<file path="config.mk">
export PLATFORM = sky130hd
export DESIGN_NAME = div_control
export DESIGN_NICKNAME = d
export VERILOG_FILES = /design/src/rtl/div_control.sv
export SDC_FILE = /design/constraint.sdc
export NUM_CORES = 1
export LEC_CHECK = 0
export ABC_AREA = 1
export CAP_MARGIN = 10
export CORE_UTILIZATION = 25
export CTS_CLUSTER_DIAMETER = 100
export DETAILED_ROUTE_END_ITERATION = 8
export PLACE_DENSITY = 0.52
export REMOVE_ABC_BUFFERS = 1
export SLEW_MARGIN = 5
export SYNTH_ARGS = -nofsm -noshare
export SYNTH_HDL_FRONTEND = slang
export SYNTH_SLANG_ARGS = --single-unit
</file>
<file path="constraint.sdc">
create_clock -name clk -period 2.6 [get_ports clk]
set_clock_uncertainty 0.15 [all_clocks]
set_input_delay 0.65 -clock clk [delete_from_list [all_inputs] [get_ports clk]]
set_output_delay 0.65 -clock clk [all_outputs]
set_load 0.01 [all_outputs]
</file>
<file path="src/rtl/div_control.sv">
// rtl/div_control.sv - control FSM for the N-bit restoring divider datapath
//
// Sequences one restoring division per start pulse.
// The sequence is LOAD, then N x (SHIFT, SUB, TEST), then a one-cycle DONE.
//
// Optional build macro: DIV_ZERO_DET_EN
//   - Defined: start with divisor==0 goes straight to DONE with err=1.
//   - Undefined: divisor is ignored and err stays 0.
//
// Ports:
//   clk      in   system clock, rising edge
//   rst      in   asynchronous active-low reset
//   start    in   division request, sampled only in IDLE
//   a_sign   in   datapath regA[N], 1 = partial remainder negative
//   divisor  in   datapath divisor operand (zero detection only)
//   load     out  datapath load: A=0, Q=dividend, M=divisor
//   shift    out  datapath left shift of A:Q
//   hab_A    out  datapath write-enable of A from the ULA
//   set_Q0   out  datapath set of Q[0]
//   op       out  ULA select, 1 = A-M, 0 = A+M
//   busy     out  high from LOAD through the last TEST
//   done     out  one-cycle pulse, results valid in regQ/regA
//   err      out  divide-by-zero flag, qualifies done
//   iter     out  completed-iteration count, 0..N

module div_control #(
    parameter int N = 4
) (
    input  logic                     clk,
    input  logic                     rst,
    input  logic                     start,
    input  logic                     a_sign,
    input  logic [N-1:0]             divisor,
    output logic                     load,
    output logic                     shift,
    output logic                     hab_A,
    output logic                     set_Q0,
    output logic                     op,
    output logic                     busy,
    output logic                     done,
    output logic                     err,
    output logic [$clog2(N+1)-1:0]   iter
);

    localparam int IW = $clog2(N+1);
    localparam logic [IW-1:0] ITER_LAST = IW'(N - 1);
    localparam logic [IW-1:0] ITER_MAX  = IW'(N);

    typedef enum logic [2:0] {
        S_IDLE  = 3'd0,
        S_LOAD  = 3'd1,
        S_SHIFT = 3'd2,
        S_SUB   = 3'd3,
        S_TEST  = 3'd4,
        S_DONE  = 3'd5
    } state_t;

    state_t state;

    // Registered state flags for SUB and TEST.
    // They are used to build the a_sign-dependent strobes.
    logic sub_q;
    logic test_q;
    logic div_zero;

`ifdef DIV_ZERO_DET_EN
    assign div_zero = (divisor == '0);
`else
    logic unused_divisor;
    assign unused_divisor = ^divisor;
    assign div_zero       = 1'b0;
`endif

    // Each registered output is set on the edge that enters the state owning it.
    // As a result, every output is a clean function of the current state.
    always_ff @(posedge clk or negedge rst) begin
        if (!rst) begin
            state  <= S_IDLE;
            iter   <= '0;
            load   <= 1'b0;
            shift  <= 1'b0;
            sub_q  <= 1'b0;
            test_q <= 1'b0;
            busy   <= 1'b0;
            done   <= 1'b0;
            err    <= 1'b0;
        end else begin
            load   <= 1'b0;
            shift  <= 1'b0;
            sub_q  <= 1'b0;
            test_q <= 1'b0;
            busy   <= 1'b0;
            done   <= 1'b0;
            err    <= 1'b0;
            case (state)
                S_IDLE: begin
                    if (start) begin
                        if (div_zero) begin
                            // Skip the datapath entirely.
                            // Results from the previous division stay in place.
                            state <= S_DONE;
                            done  <= 1'b1;
                            err   <= 1'b1;
                        end else begin
                            state <= S_LOAD;
                            load  <= 1'b1;
                            busy  <= 1'b1;
                        end
                    end
                end
                S_LOAD: begin
                    iter  <= '0;
                    state <= S_SHIFT;
                    shift <= 1'b1;
                    busy  <= 1'b1;
                end
                S_SHIFT: begin
                    state <= S_SUB;
                    sub_q <= 1'b1;
                    busy  <= 1'b1;
                end
                S_SUB: begin
                    state  <= S_TEST;
                    test_q <= 1'b1;
                    busy   <= 1'b1;
                end
                S_TEST: begin
                    if (iter != ITER_MAX) begin
                        iter <= iter + 1'b1;
                    end
                    if (iter == ITER_LAST) begin
                        state <= S_DONE;
                        done  <= 1'b1;
                    end else begin
                        state <= S_SHIFT;
                        shift <= 1'b1;
                        busy  <= 1'b1;
                    end
                end
                S_DONE: begin
                    state <= S_IDLE;
                end
                default: begin
                    state <= S_IDLE;
                end
            endcase
        end
    end

    // In TEST, a_sign only becomes valid after the subtraction.
    // The restore/keep decision therefore stays combinational on it.
    assign hab_A  = sub_q | (test_q & a_sign);
    assign op     = sub_q;
    assign set_Q0 = test_q & ~a_sign;

endmodule
</file>
## Word level (Yosys, flattened, before mapping)

Cells that the tools add are included.

- Flip-flop bits (word level): 12
- Input port bits: 8
- Output and inout bits: 11
- Word-level logic and storage cells: 39

- $add $sub $neg: 1
- Equal/unequal tests: 8
- Multiplexer cells: 14
- Bitwise operators: 4
- Reduce and logical (&&, ||, !) cells: 4

Operators with widths:

| cell | number |
|---|---|
| $pmux W3 S5 | 1 |
| $eq A3 B2 Y1 const B | 3 |
| $mux W3 | 3 |
| $mux W1 | 7 |
| $pmux W3 S2 | 1 |
| $ne A2 B2 Y1 const B | 2 |
| $add A3 B1 Y3 const B | 1 |
| $eq A3 B1 Y1 const B | 1 |
| $eq A3 B3 Y1 const B | 1 |
| $logic_not A3 Y1 | 1 |
| $ne A3 B3 Y1 const B | 1 |
| $pmux W1 S3 | 1 |
| $reduce_or A3 Y1 | 1 |
| $and A1 B1 Y1 | 2 |
| $pmux W1 S2 | 1 |
| $reduce_and A2 Y1 | 1 |
| $reduce_bool A2 Y1 | 1 |
| $not A1 Y1 | 1 |
| $or A1 B1 Y1 | 1 |

## Longest topological paths before layout

Gate-level depths: netlist (run 1).

- Word-level depth: 3
- Gate-level depth with buffers: 7
- Depth with buffers taken out: 7

## Least setup slack after synthesis (run 1)

OpenSTA, ideal clock, no wires.

- Path type: input to output
- Start point: input a_sign
- End point: output set_Q0
- Arrival: 0.819 ns
- Data required time: 1.800 ns
- Slack: 0.981 ns
- Stages: 1
- Path buffers: 0
- Path through: nor2_1

- Word-level cells in the longest chain between the ends: 2

RTL lines:

| item | RTL line | RTL |
|---|---|---|
| start: declaration | 32 | `input logic a_sign,` |
| $not A1 Y1 | 154 | `assign set_Q0 = test_q & ~a_sign;` |
| $and A1 B1 Y1 | 154 |  |
| end: declaration | 37 | `output logic set_Q0,` |

No other way between the ends.

## Worst setup path in the final report (run 1)

- Start point: input a_sign
- End point: output hab_A

- Word-level cells in the longest chain between the ends: 2

RTL lines:

| item | RTL line | RTL |
|---|---|---|
| $and A1 B1 Y1 | 152 | `assign hab_A = sub_q \| (test_q & a_sign);` |
| $or A1 B1 Y1 | 152 |  |
| end: declaration | 36 | `output logic hab_A,` |

No other way between the ends.

==> reports/results.ini, run 1 <==
[finish]
antennaDiodeCount = 0
fill_cells = 218
most-common-layout-cells = 15 x nand2_1, 13 x clkdlybuf4s50_1, 12 x dfrtp_1
drive_above_1_share_pct = 13.4
synthToLayoutAreaGrowth_pct = 33.8
mostFrequentLayoutCell = nand2_1
finalInstanceArea_um2 = 762
final_nets = 94

[worst_hold_path]
whs_path_depth = 2
timing.hold.worst.start = iter[2]
hold_path_class = flip-flop to flip-flop
whs_endpoint = iter[2]

[worst_setup_path]
path_max_fanout = 2
critPathCaptureType = output port
rrSetupSlack_ps = 1250
worst_r2r_path_depth = 4
worstPathRequired_ps = 1800
worst_r2r_endpoint = busy
timing.rr.start = iter[0]
crit_type = input pin to output port
critPathArrivalTime_ps = 1760
timing.critical_path.from_type = input pin

[global_routing]
antenna_found_initial = 0
grt_pass1_wl_um = 1770
overall_routing_resource_usage_pct = 9.64
gr-total-overflow = 0
grt_start_max_net_pins = 13
grt_pass1_vias = 405

[timing]
rsz0062_at_grt = no
hold_viol_final = 0
timing.final.crit_period_ps = 2560
slew_violations = 0
setup_violations = 0
hold-worst-slack_ps = 423
final_min_period_over_clock_period_pct = 98.6
maxClockFrequency_mhz = 390
timing_worst_slew_pin_value_ps = 543
final_critical_path_setup_slack_ps = 37.1
setup_total_negative_slack_ps = 0
timing.max_slew.rel_slack_pct = 63.7

[routing]
avgRoutedWirePerCell_um = 8.61
postRouteWirelength_um = 939
drc = 0
route.detailed.vias_per_inst = 4.08
drtAntennaViolNets = 0
drt_pre_antenna_iters = 2
drt_first_iter_violations = 3
via_count = 445

[floorplanning]
start_util_pct = 27.9
core_region_area_mm2 = 0.00204
floorplan.die.height_um = 49.7
fp-row-count = 16
dieWidth_um = 49.7
io-pin-count = 19
dieArea_mm2 = 0.00247

[power]
p_clk_share_pct = 18.5
pwr-share-seq_pct = 39.4
sw_frac_of_total_pct = 36.7
power.total_mw = 0.782
intPower_mw = 0.495
combPwrFrac_pct = 42.1
netSwitchingPower_mw = 0.286
cellLeakagePower_nw = 0.394
irDropWorstVdd_mv = 0.539
powerDensity_mw_per_mm2 = 1030

[logic_synthesis]
mappedNetlistArea_um2 = 569
syn_avg_cell_area_um2 = 8.63
yosys_register_bits = 12
syn-instance-count = 66
yosysWarnings = 0
portion_of_the_post_synthesis_area_used_by_sequential_elements_pct = 52.7
synth_cell_type_count = 17

[clock_tree]
cts_tree = yes
worst_skew_pair.late_latency_ps = 270
cts.path.max_buffers = 2
clock_pin_slew_worst_setup_and_hold_paths_ps = 70
htree_num_levels = 1
setup_buffers_after_cts = 0
cts_buffer_count = 3
cts-hold-fix-buffers = 0
root_buffer = clkbuf_4
total_of_cells_resized_after_clock_tree_synthesis = 0
clock-sinks = 12

[run_status]
outcome = finished clean

[placement]
quantity_of_i_o_buffers_inserted_on_ports = 13
place_ws_ps = 31.5
finalWeightedCongestion = 0.774
placedInstanceArea_um2 = 726
detailed_place_hpwl_um = 724

[job]
max-cap-violations = 0

final cells by class:
cell class,instances,area (um2),area share [%]
inverter,12,45.0,5.91
tap,27,33.8,4.43
clock buffer,4,36.3,4.76
timing repair buffer,13,130,17.1
multi-input combinational,41,216,28.4
sequential,12,300,39.4
kinds of logic (layout without fill, tap and decap cells):
family                   count (synthesis)  after routing  synth area share (%)
AO/OA/AOI/OAI                            3              3                  3.08
adder cells (fa/ha/maj)                  3              3                  6.59
buffers and inverters                   13             29                  9.23
flip-flops                              12             12                  52.7
other                                    1              1                 0.659
AND/OR/NAND/NOR                         34             34                  27.7
synth_stat cells, drive strengths merged:
cell type / count / area [um2]
o21ai: 2 / 10.0
dfrtp: 12 / 300
conb: 1 / 3.75
a21o: 1 / 7.51
inv: 12 / 45.1
nand3: 8 / 45.0
nand3b: 1 / 7.51
ha: 3 / 37.5
buf: 1 / 7.51
nor2: 7 / 31.3
nor3: 1 / 5.00
nand2: 17 / 68.8
sequential cells by signal, summed over array words and instances, names as in the netlist:
| signal | flops |
|---|---|
| busy | 1 |
| state | 3 |
| done | 1 |
| load | 1 |
| test_q | 1 |
| shift | 1 |
| iter | 3 |
| op | 1 |
power groups by stage:
stage / Sequential [mW] / Clock, mW / Combinational [mW]
after floorplan: 0.322 / 0 / 0.183
after global placement: 0.310 / 0 / 0.332
after detailed placement: 0.312 / 0 / 0.334
after CTS: 0.309 / 0.152 / 0.334
after global routing: 0.321 / 0.161 / 0.370
final: 0.308 / 0.144 / 0.329
worst max-delay path by stage:
stage / startpoint / end / slack (ps) / depth (start not counted)
floorplan: a_sign / set_Q0 / 980 / 1
global placement: a_sign / hab_A / 50 / 3
detailed placement: a_sign / hab_A / 30 / 3
CTS: a_sign / hab_A / 30 / 3
global route: a_sign / hab_A / 20 / 3
finish: a_sign / hab_A / 40 / 3
per-layer routing:
layer	vias up	track usage (%)	part of all wire, %
li1	237	-	-
met1	193	11.2	50
met2	13	14.9	42
met3	2	4.63	6.0
met4	0	4.29	1.4
met5	-	0	0
per-stage QoR:
| stage | utilization [%] | std cells |
|---|---|---|
| floorplan | - | 65 |
| global placement | 35.5 | 105 |
| detailed placement | 35.5 | 105 |
| CTS | 37.3 | 109 |
| global route | 37.3 | 109 |
| finish | 37.3 | 109 |
critical path, cell delays in order:
cell             delay [ps]
clkdlybuf4s50_1         480
a21o_1                  110
clkdlybuf4s50_1         520
Note: power is estimated with default switching activity, not from simulation.
==> run 2, diff against run 1 <==
Settings changed: SETUP_SLACK_MARGIN set to 0.5.
==> run 2 against run 1 <==
Compared with the run above:
- final cell count stayed put
- sequential share of layout area is 0.69 points higher
- power is 1.6% lower
- critical path depth is 2 lower
- non-clock buffer count stayed put
- utilization is 0.49 points lower
- routed wire length is 0.53% higher
- via count stayed put
- die area stayed put
- final area is 1.3% lower
- largest power group unchanged
- critical path type is now flip-flop to output port
- sequential cell count stayed put
==> reports/results.ini, run 2 (same netlist as run 1, synthesis figures left out) <==
[run_status]
outcome = finished clean

[timing]
setup_violations = 0  ; unchanged
slew_violations = 0  ; unchanged
hold_viol_final = 0  ; unchanged
maxClockFrequency_mhz = 495  ; +27%
timing_worst_slew_pin_value_ps = 543  ; -0.188 ps
rsz0062_at_grt = no
timing.final.crit_period_ps = 2020  ; -543 ps
setup_total_negative_slack_ps = 0  ; unchanged
timing.max_slew.rel_slack_pct = 63.7  ; about the same
final_min_period_over_clock_period_pct = 77.7  ; -21 points

[worst_hold_path]
whs_path_depth = 2  ; unchanged
hold_path_class = flip-flop to flip-flop
timing.hold.worst.start = iter[0]
whs_endpoint = iter[0]

[routing]
avgRoutedWirePerCell_um = 8.66  ; +0.53%
postRouteWirelength_um = 944  ; +0.53%
drc = 0  ; unchanged
route.detailed.vias_per_inst = 4.08  ; unchanged
drtAntennaViolNets = 0  ; unchanged
drt_pre_antenna_iters = 2  ; unchanged
via_count = 445  ; unchanged
drt_first_iter_violations = 3  ; unchanged

[power]
intPower_mw = 0.483  ; -2.5%
powerDensity_mw_per_mm2 = 1020  ; -0.28%
cellLeakagePower_nw = 0.397  ; +0.69%
pwr-share-seq_pct = 40.2  ; +0.8 points
combPwrFrac_pct = 41.0  ; -1.1 points
sw_frac_of_total_pct = 37.2  ; +0.57 points
p_clk_share_pct = 18.8  ; +0.3 points
irDropWorstVdd_mv = 0.535  ; -0.81%
power.total_mw = 0.769  ; -1.6%
netSwitchingPower_mw = 0.286  ; about the same

[finish]
final_nets = 94  ; unchanged
synthToLayoutAreaGrowth_pct = 32.1
most-common-layout-cells = 15 x nand2_1, 11 x dfrtp_1, 10 x inv_1, 10 x clkdlybuf4s50_1, 7 x nand3_1
mostFrequentLayoutCell = nand2_1
post-route-util_pct = 36.8  ; -0.49 points
antennaDiodeCount = 0  ; unchanged
layout_top_registers = iter x3, state x3
drive_above_1_share_pct = 17.1  ; +3.7 points

[floorplanning]
io-pin-count = 19  ; unchanged
core_region_area_mm2 = 0.00204  ; unchanged
fp-row-count = 16  ; unchanged
dieWidth_um = 49.7  ; unchanged
floorplan.die.height_um = 49.7  ; unchanged
dieArea_mm2 = 0.00247  ; unchanged
start_util_pct = 27.9  ; unchanged

[global_routing]
grt_pass1_wl_um = 1770  ; unchanged
antenna_found_initial = 0  ; unchanged
grt_start_max_net_pins = 13  ; unchanged
overall_routing_resource_usage_pct = 9.64  ; unchanged
grt_pass1_vias = 405  ; unchanged
gr-total-overflow = 0  ; unchanged

[worst_setup_path]
rrSetupSlack_ps = 1250  ; about the same
worstPathRequired_ps = 1800  ; about the same
crit_type = flip-flop to output port
timing.critical_path.slowest_cell_delay_ps = 560  ; +40 ps
cpMaxStageDelayCell = clkdlybuf4s50_1
path_max_fanout = 4  ; +2
critPathArrivalTime_ps = 1220  ; -540 ps
worst_r2r_endpoint = busy
critical_path.cell_chain = clkdlybuf4s50_1
critPathBufInv = 1  ; -1
worst_r2r_path_depth = 4  ; unchanged
critPathCaptureType = output port
timing.rr.start = iter[0]
timing.critical_path.max_delay_family = buffers and inverters
timing.critical_path.from_type = flip-flop

[clock_tree]
cts_tree = yes
root_buffer = clkbuf_4
cts_buffer_count = 3  ; unchanged
cts-hold-fix-buffers = 0  ; unchanged
worst_skew_pair.late_latency_ps = 270  ; about the same
clock_pin_slew_worst_setup_and_hold_paths_ps = 70  ; about the same
clock-sinks = 12  ; unchanged
htree_num_levels = 1  ; unchanged
cts.path.max_buffers = 2  ; unchanged

[placement]
detailed_place_hpwl_um = 724  ; unchanged
finalWeightedCongestion = 0.774  ; unchanged
quantity_of_i_o_buffers_inserted_on_ports = 13  ; unchanged

[job]
max-cap-violations = 0  ; unchanged

==> run 2: what timing repair did <==
| item | 4_1_cts | 5_1_grt |
|---|---|---|
| setup endpoints to repair | 2 | 1 |
| hold endpoints to repair | 0 | 0 |
| resized for setup | 9 | 1 |
| buffers inserted | 0 | 0 |
| cloned | 0 | 0 |
==> run 2: how the worst max path moves through the flow <==
stage	from	endpoint	cells after the start	slack, ps
after global placement	a_sign	hab_A	3	50
after floorplan	a_sign	set_Q0	1	980
after global routing	iter[1]	iter[1]	1	520
final	iter[2]	iter[2]	1	580
after detailed placement	a_sign	hab_A	3	30
after CTS	iter[0]	iter[0]	1	540
==> run 2: final cells by class <==
class	instances	area (um2)
flip-flops and latches	12	302
inverters	12	45.0
fillers	220	1290
multi-input cells	41	216
clock buffers	4	36.3
well taps	27	33.8
repair buffers	13	119
==> run 2: worst register-to-register path: cells and delay by family, from the launching register on <==
| kind | cells | cell delay, ps |
|---|---|---|
| flops | 1 | 430 |
| fa+ha+maj | 2 | 390 |
| simple gates | 2 | 320 |
==> run 2: routing by layer <==
layer	track usage [%]	vias up	share of wire, %
met5	0	-	0
met4	4.29	0	1.4
met3	4.63	2	6.5
met2	14.9	13	42
met1	11.2	193	50
li1	-	237	-
==> run 2: power by group through the flow <==
stage               Sequential (mW)  Clock (mW)  Combinational (mW)
CTS                           0.309       0.152               0.320
global route                  0.323       0.161               0.356
floorplan                     0.322           0               0.183
finish                        0.309       0.144               0.315
global placement              0.310           0               0.332
detailed placement            0.312           0               0.334
==> run 2: through the flow <==
stage	setup WS [ps]	std cells	hold slack (ps)	instance area [um2]
CTS	541	109	426	751
floorplan	981	65	204	562
detailed placement	31.5	105	400	726
finish	580	109	421	752
global placement	49.4	105	406	726
global route	522	109	460	752
